$ cat config.mk
export PLATFORM = sky130hd
export DESIGN_NAME = tmds_channel_encoder
export DESIGN_NICKNAME = d
export VERILOG_FILES = /design/src/rtl/tmds_pkg.sv /design/src/rtl/tm_choice.sv /design/src/rtl/tmds_channel_encoder.sv
export SDC_FILE = /design/constraint.sdc
export NUM_CORES = 1
export LEC_CHECK = 0
export CAP_MARGIN = 30
export CELL_PAD_IN_SITES_DETAIL_PLACEMENT = 0
export CELL_PAD_IN_SITES_GLOBAL_PLACEMENT = 2
export CORE_ASPECT_RATIO = 1.5
export CORE_MARGIN = 4
export CORE_UTILIZATION = 30
export CTS_CLUSTER_SIZE = 16
export DETAILED_ROUTE_END_ITERATION = 7
export PLACE_DENSITY = 0.64
export SYNTH_ARGS = -nofsm -noshare
export SYNTH_HDL_FRONTEND = slang
export SYNTH_SLANG_ARGS = --single-unit
$ cat constraint.sdc
create_clock -name i_clk -period 6.6 [get_ports i_clk]
set_input_delay 0.66 -clock i_clk [delete_from_list [all_inputs] [get_ports i_clk]]
set_output_delay 0.66 -clock i_clk [all_outputs]
set_load 0.02 [all_outputs]
$ cat src/rtl/tmds_pkg.sv
// Shared TMDS lane types and constants: control tokens, reset symbol, tally type.
package tmds_pkg;

    localparam int TALLY_W = 5;

    typedef logic signed [TALLY_W-1:0] tally_t;
    typedef logic [9:0]                tmds_sym_t;

    // Index is {C1,C0}.
    localparam tmds_sym_t CTRL_TOKEN [4] = '{
        10'b1101010100,
        10'b0010101011,
        10'b0101010100,
        10'b1010101011
    };

    localparam tmds_sym_t TMDS_RESET_SYM = 10'b1101010100;

    function automatic logic [3:0] popcount8(input logic [7:0] v);
        logic [3:0] c;
        c = '0;
        for (int i = 0; i < 8; i++) begin
            c = c + {3'b000, v[i]};
        end
        return c;
    endfunction

endpackage

$ cat src/rtl/tm_choice.sv
// Transition-minimization stage: picks XOR or XNOR chaining of the pixel byte.
// o_qm[8] is 1 when the XOR chain was used.
module tm_choice
    import tmds_pkg::popcount8;
(
    input  logic [7:0] i_data,
    output logic [8:0] o_qm
);

    function automatic logic [8:0] tm_encode(input logic [7:0] d);
        logic [3:0] n1;
        logic       use_xnor;
        logic [7:0] q;
        n1       = popcount8(d);
        use_xnor = (n1 > 4'd4) || ((n1 == 4'd4) && !d[0]);
        q        = '0;
        q[0]     = d[0];
        for (int i = 1; i < 8; i++) begin
            q[i] = use_xnor ? ~(q[i-1] ^ d[i]) : (q[i-1] ^ d[i]);
        end
        return {~use_xnor, q};
    endfunction

    always_comb begin
        o_qm = tm_encode(i_data);
    end

endmodule

$ cat src/rtl/tmds_channel_encoder.sv
// One TMDS lane: TM stage into S1 registers, then DC-balance / control-token
// selection in S2. Fixed two-clock latency, one symbol per clock.
module tmds_channel_encoder
    import tmds_pkg::tmds_sym_t;
    import tmds_pkg::CTRL_TOKEN;
    import tmds_pkg::TMDS_RESET_SYM;
    import tmds_pkg::popcount8;
#(
    parameter int TALLY_W = tmds_pkg::TALLY_W
) (
    input  logic       i_clk,
    input  logic       i_rst_n,
    input  logic [7:0] i_data,
    input  logic [1:0] i_ctrl,
    input  logic       i_ve,
    output logic [9:0] o_tmds
);

    localparam logic signed [TALLY_W-1:0] TWO = TALLY_W'(2);

    logic [8:0] qm_tm;

    logic       ve_d,   ve_q;
    logic [1:0] ctrl_d, ctrl_q;
    logic [8:0] qm_d,   qm_q;

    tmds_sym_t                  tmds_d,  tmds_q;
    logic signed [TALLY_W-1:0]  tally_d, tally_q;

    logic [3:0]                n1, n0;
    logic signed [TALLY_W-1:0] diff;
    logic                      qm8;

    tm_choice u_tm (
        .i_data (i_data),
        .o_qm   (qm_tm)
    );

    // S1: control fields travel with qm so a ve edge stays aligned with its data.
    always_comb begin
        ve_d   = i_ve;
        ctrl_d = i_ctrl;
        qm_d   = qm_tm;
    end

    always_ff @(posedge i_clk or negedge i_rst_n) begin
        if (!i_rst_n) begin
            ve_q   <= 1'b0;
            ctrl_q <= 2'b00;
            qm_q   <= '0;
        end else begin
            ve_q   <= ve_d;
            ctrl_q <= ctrl_d;
            qm_q   <= qm_d;
        end
    end

    // S2: diff is n1-n0 in the tally's signed width; the tally never exceeds +/-10.
    always_comb begin
        qm8     = qm_q[8];
        n1      = popcount8(qm_q[7:0]);
        n0      = 4'd8 - n1;
        diff    = $signed({{(TALLY_W-4){1'b0}}, n1}) - $signed({{(TALLY_W-4){1'b0}}, n0});
        tmds_d  = CTRL_TOKEN[ctrl_q];
        tally_d = '0;
        if (ve_q) begin
            if ((tally_q == '0) || (n1 == n0)) begin
                tmds_d  = {~qm8, qm8, qm8 ? qm_q[7:0] : ~qm_q[7:0]};
                tally_d = qm8 ? (tally_q + diff) : (tally_q - diff);
            end else if ((!tally_q[TALLY_W-1] && (n1 > n0)) ||
                         ( tally_q[TALLY_W-1] && (n0 > n1))) begin
                tmds_d  = {1'b1, qm8, ~qm_q[7:0]};
                tally_d = tally_q - diff + (qm8 ? TWO : '0);
            end else begin
                tmds_d  = {1'b0, qm8, qm_q[7:0]};
                tally_d = tally_q + diff - (qm8 ? '0 : TWO);
            end
        end
    end

    always_ff @(posedge i_clk or negedge i_rst_n) begin
        if (!i_rst_n) begin
            tmds_q  <= TMDS_RESET_SYM;
            tally_q <= '0;
        end else begin
            tmds_q  <= tmds_d;
            tally_q <= tally_d;
        end
    end

    assign o_tmds = tmds_q;

endmodule

After elaboration in Yosys (flattened, before gate mapping)
Cells that the tools add are included.
W data, S select, Z words.
Operators by class
  add/subtract/negate cells: 22
  order comparisons: 4
  equality and inequality tests: 2
  multiplexer cells: 20
  bitwise gates (word level): 18
  reductions and logical operators: 9
Operators with widths (number)
  $mux W10: 5
  $add A4 B1 Y4: 10
  $bmux W10 S2: 1
  $mux W5: 4
  $add A5 B5 Y5: 2
  $sub A5 B5 Y5: 2
  $not A1 Y1: 9
  $gt A4 B4 Y1: 2
  $mux W8: 1
  $not A8 Y8: 1
  $mux W1: 7
  $xor A1 B1 Y1: 7
  $add A5 B2 Y5: 1
  $logic_not A5 Y1: 1
  $sub A4 B4 Y5: 1
  $sub A5 B2 Y5: 1
  $add A1 B1 Y2: 2
  $add A3 B1 Y4: 1
  $eq A4 B3 Y1 const B: 1
  $eq A4 B4 Y1: 1
  $gt A4 B3 Y1 const B: 1
  $mux W2: 2
  $sub A4 B4 Y4 const A: 1
  $add A2 B1 Y3: 1
  other kinds (5): 10
Word-level totals
  register bits after elaboration: 27
  bits of input ports: 13
  output and inout port bits: 10

Logic depth before layout (Yosys ltp)
  depth after elaboration: 29
  depth in mapped cells: 21
  gate-level depth less buffers: 21

Hierarchy
A second synthesis with hierarchy kept.
Unflattened totals
  cells, all modules: 218
  area total of the unflattened synthesis: 2292.2 µm²
Modules (own cells, without submodules)
  tmds_channel_encoder: instances 1, cells each 185, area each 1939.4 µm², seq. area each 681.9 µm²
  tm_choice: instances 1, cells each 33, area each 352.8 µm², seq. area each 0.0 µm²

Worst setup path before layout
OpenSTA, ideal clock, no wires.
  kind: register -> register
  start: register qm_q[1]
  end: register tally_q[4]
  library setup time: 0.069 ns
  data arrival time: 5.187 ns
  required time: 6.531 ns
  path slack: 1.344 ns
  stages on the path, launching flop included: 22
  buffers on the path: 0
  clock period less this slack: 5.256 ns
  path through: dfrtp_1 > inv_1 > fa_1 > fa_1 > fa_1 > inv_1 > ha_1 > inv_1 > fa_1 > nor2b_4 > inv_2 > ha_1 > a21oi_1 > o22ai_1 > xnor2_1 > ha_1 > a21oi_1 > nand2_1 > o31a_1 > o21a_1 > or4_1 > nand3_1
On the way
  word-level cells in the longest chain between the ends: 14
  elaborated cells between the ends (all ways): 26
Ends and longest elaborated chain
  start, declared: line tmds_channel_encoder.sv:25  | logic [8:0] qm_d, qm_q;
  start signal, assigned: line tmds_channel_encoder.sv:54  | qm_q <= qm_d;
  $add A1 B1 Y2 (*): line tmds_pkg.sv:23  | c = c + {3'b000, v[i]};
  $add A2 B1 Y3 (*): line tmds_pkg.sv:23
  $add A3 B1 Y4 (*): line tmds_pkg.sv:23
  $add A4 B1 Y4 (*) (4 in series): line tmds_pkg.sv:23
  $sub A4 B4 Y4: line tmds_channel_encoder.sv:62  | n0 = 4'd8 - n1;
  $sub A4 B4 Y5 (tied with other cells): line tmds_channel_encoder.sv:63  | diff = $signed({{(TALLY_W-4){1'b0}}, n1}) - $signed({{(TALLY_W-4){1'b0}}, n0});
  $add A5 B5 Y5 (tied with other cells): line tmds_channel_encoder.sv:76  | tally_d = tally_q + diff - (qm8 ? '0 : TWO);
  $sub A5 B2 Y5 (tied with other cells): line tmds_channel_encoder.sv:76
  $mux W5: line tmds_channel_encoder.sv:70  | end else if ((!tally_q[TALLY_W-1] && (n1 > n0)) ||
  $mux W5 (*): line tmds_channel_encoder.sv:67  | if ((tally_q == '0) || (n1 == n0)) begin
  $mux W5 (*): line tmds_channel_encoder.sv:66  | if (ve_q) begin
  named net tally_d[4]: line tmds_channel_encoder.sv:28  | logic signed [TALLY_W-1:0] tally_d, tally_q;
  end signal, assigned: line tmds_channel_encoder.sv:87  | tally_q <= tally_d;
  end, declared: line tmds_channel_encoder.sv:28
Mark *: on every way through the listed nets, which the timed path passes. The rest lies on a longest branch.

Worst setup path in the final report
Same ends and word-level chain as after synthesis.

==> metrics.yaml <==
status:
  status: "finished, final reports clean"
detailed_routing:
  drtPass1Iterations: 4
  drt_iter0_markers: 69
  route.detailed.drc: 0
  postRouteAntennaNets: 0
  wl_per_cell_um: 14.4
  vias: 1553
  routed_via_density: 4.49
  totalWireLength_um: 4970
setup_path:
  criticalPathCategory: "flip-flop to flip-flop"
  cp_num_buf_inv: 4
  cp_slowest_stage_delay_ns: 0.63
  critPathMaxFanout: 8
  crit_top_cell: "fa_1"
  slowest_stage: "fa_1"
  path_cells: "inv_1 > fa_1 > fa_1 > fa_1 > inv_1 > ha_1 > inv_1 > fa_1 > nor2b_4 > inv_2 > ha_1 > a21oi_1 > o22ai_1 > xnor2_1 > ha_1 > a21oi_1 > nand2_1 > o31a_1 > o21a_1 > or4_1 > nand3_1"
  worstPathRequired_ns: 6.81
  cp.arrival_ns: 5.96
  crit_family: "adder cells"
  startpoint_type: "flip-flop"
  crit_path_end_kind: "flip-flop"
timing:
  fmax_mhz: 174
  setup-violations-final: 0
  clock_skew_ns: 0.00803
  grt_setup_unrepaired: "no"
  hold_viol_final: 0
  setup-tns-final_ns: 0
  relSlewSlack_pct: 66.1
  fin_crit_sh_pct: 87.1
  drv_slew: 0
  period_minus_slack_ns: 5.75
  tightestPinTransition_ns: 0.509
layout:
  nNetsFinal: 295
  antenna_cells: 0
  layout-drive-gt1-share_pct: 8.54
  mostFrequentLayoutCells: "39 x inv_1, 22 x ha_1, 22 x dfrtp_1, 22 x clkdlybuf4s50_1, 21 x xnor2_1"
  n_fill_cell: 728
  area_growth_pct: 16.4
  final_common_cell: "inv_1"
  seq_area_um2: 682
  multi_input_area_mm2: 0.00140
cts:
  clk_latency_ns: 0.28
  post_cts_buffers: 0
  cts_buffers: 3
  clkSlewWorstSetupHoldPaths_ns: 0.10
  cts_tree: "yes"
  cts_hold_buf: 0
  clockBufferDepth: 2
  cts-root-buf: "clkbuf_8"
  cts_max_level: 1
  post_cts_resized: 0
  clkSinkCount: 27
logic_synthesis:
  yosysTopAreaCellShare_pct: 24.3
  synth_seq_area_share_pct: 30.1
  syn_inst: 223
  yosysWarningCount: 0
  avgSynthCellArea_um2: 10.2
  synth.largest_area_cell: "dfrtp_1"
  synth.net_count: 271
  ys_top_cells_by_area: "dfrtp_1 24%, ha_1 12%, fa_1 11%"
  synth-seq-cells: 27
  ys_types: 46
  syn-cell-area_mm2: 0.00227
die:
  core_mm2: 0.00727
  io_pins: 23
  die_w_um: 79.0
  start_util_pct: 31.1
  die_h_um: 114
  rows: 38
  dieArea_mm2: 0.00904
global_routing:
  track_usage_pct: 12.2
  grt_pass1_wl_um: 8430
  grt_max_degree: 28
  met2_usage_pct: 24.8
  grtUsageMet1_pct: 12.0
  grt_pass1_vias: 1705
  antenna_found_initial: 0
  grt_overflow: 0
  busiest_layer: "met2"
  met3_usage_pct: 1.10
placed_design:
  hpwlAfterDp_um: 4270
  io_buffers: 22
  gp_congestion: 0.761
min_path:
  hold_class: "flip-flop to flip-flop"
flow_run:
  cap_violations: 0
-- per-layer routing --
metal,share of wire [%],routed length [um]
met1,36,1810
met2,59,2910
met5,0,0
met3,2.1,106
met4,2.9,144
-- worst paths after layout --
kind / startpoint / end / slack [ns] / cells after the start
setup / recovery: qm_q[1]$_DFF_PN0_ / tally_q[4]$_DFF_PN0_ / 0.85 / 21
max in group asynchronous: i_rst_n / o_tmds[4]$_DFF_PN1_ / 5.56 / 2
min in group asynchronous: i_rst_n / o_tmds[1]$_DFF_PN0_ / 0.74 / 2
hold / removal: tally_q[0]$_DFF_PN0_ / tally_q[0]$_DFF_PN0_ / 0.53 / 1
hold reg to reg: tally_q[0]$_DFF_PN0_ / tally_q[0]$_DFF_PN0_ / 0.53 / 1
setup reg to reg: qm_q[1]$_DFF_PN0_ / tally_q[4]$_DFF_PN0_ / 0.85 / 21
-- cells in the mapped netlist, drive strengths merged --
| cell | count |
|---|---|
| o31a | 1 |
| nand3 | 3 |
| nand2 | 11 |
| dfrtp | 22 |
| o21a | 4 |
| o31ai | 1 |
| o21ai | 10 |
| ha | 22 |
| o211ai | 1 |
| xor2 | 5 |
| nor4b | 1 |
| a211oi | 1 |
| mux2i | 7 |
| nor3b | 2 |
| a21oi | 15 |
| nand3b | 1 |
| a221oi | 1 |
| buf | 4 |
| a21o | 4 |
| nor2 | 3 |
| dfstp | 5 |
| o32ai | 1 |
| nand2b | 1 |
| nor3 | 5 |
| or4 | 2 |
| or3 | 2 |
| fa | 13 |
| or2 | 3 |
| o221ai | 2 |
| o22ai | 1 |
| inv | 40 |
| xnor2 | 22 |
| and3 | 3 |
| nor2b | 3 |
| and2 | 1 |
-- cells by family after synthesis --
logic type	after synthesis	synth area share, %
flip-flops	27	30.1
AND/OR/NAND/NOR	41	11.4
XOR/XNOR	27	11.3
multiplexers	7	3.64
AO/OA/AOI/OAI	42	11.9
adder cells (fa/ha/maj)	35	23.6
buffers and inverters	44	8.01
-- per-stage QoR --
step	utilization, %	worst slack [ns]	hold WS (ns)	std cells	cell area [um^2]
6_report	36.3	0.853	0.532	346	2640
5_1_grt	36.3	0.409	0.571	346	2640
4_1_cts	36.3	0.861	0.546	346	2640
3_5_place_dp	35.6	0.922	0.518	342	2590
3_3_place_gp	35.6	1.03	0.517	342	2590
2_1_floorplan	-	1.34	0.364	223	2270
-- sequential cells by signal (all words and copies together) (netlist names) --
name / count
o_tmds: 10
qm_q: 9
ctrl_q: 2
ve_q: 1
tally_q: 5
-- worst reg2reg max path: stages, from the launching register on --
cell	delay, ns
dfrtp_1	0.37
inv_1	0.10
fa_1	0.45
fa_1	0.52
fa_1	0.41
inv_1	0.07
ha_1	0.16
inv_1	0.06
fa_1	0.63
nor2b_4	0.23
inv_2	0.09
ha_1	0.41
a21oi_1	0.12
o22ai_1	0.36
xnor2_1	0.18
ha_1	0.36
a21oi_1	0.19
nand2_1	0.07
o31a_1	0.24
o21a_1	0.11
or4_1	0.47
nand3_1	0.10
-- layout make-up --
type | instances | share of cell area [%]
Clock buffer | 3 | 1.57
Inverter | 40 | 5.69
Multi-Input combinational cell | 152 | 53.2
Timing Repair Buffer | 23 | 8.63
Clock inverter | 1 | 0.332
Sequential cell | 27 | 25.9
Tap cell | 100 | 4.74
Power is not shown: default switching activity piles up to over one toggle a cycle in this logic, so the estimate is an artifact.
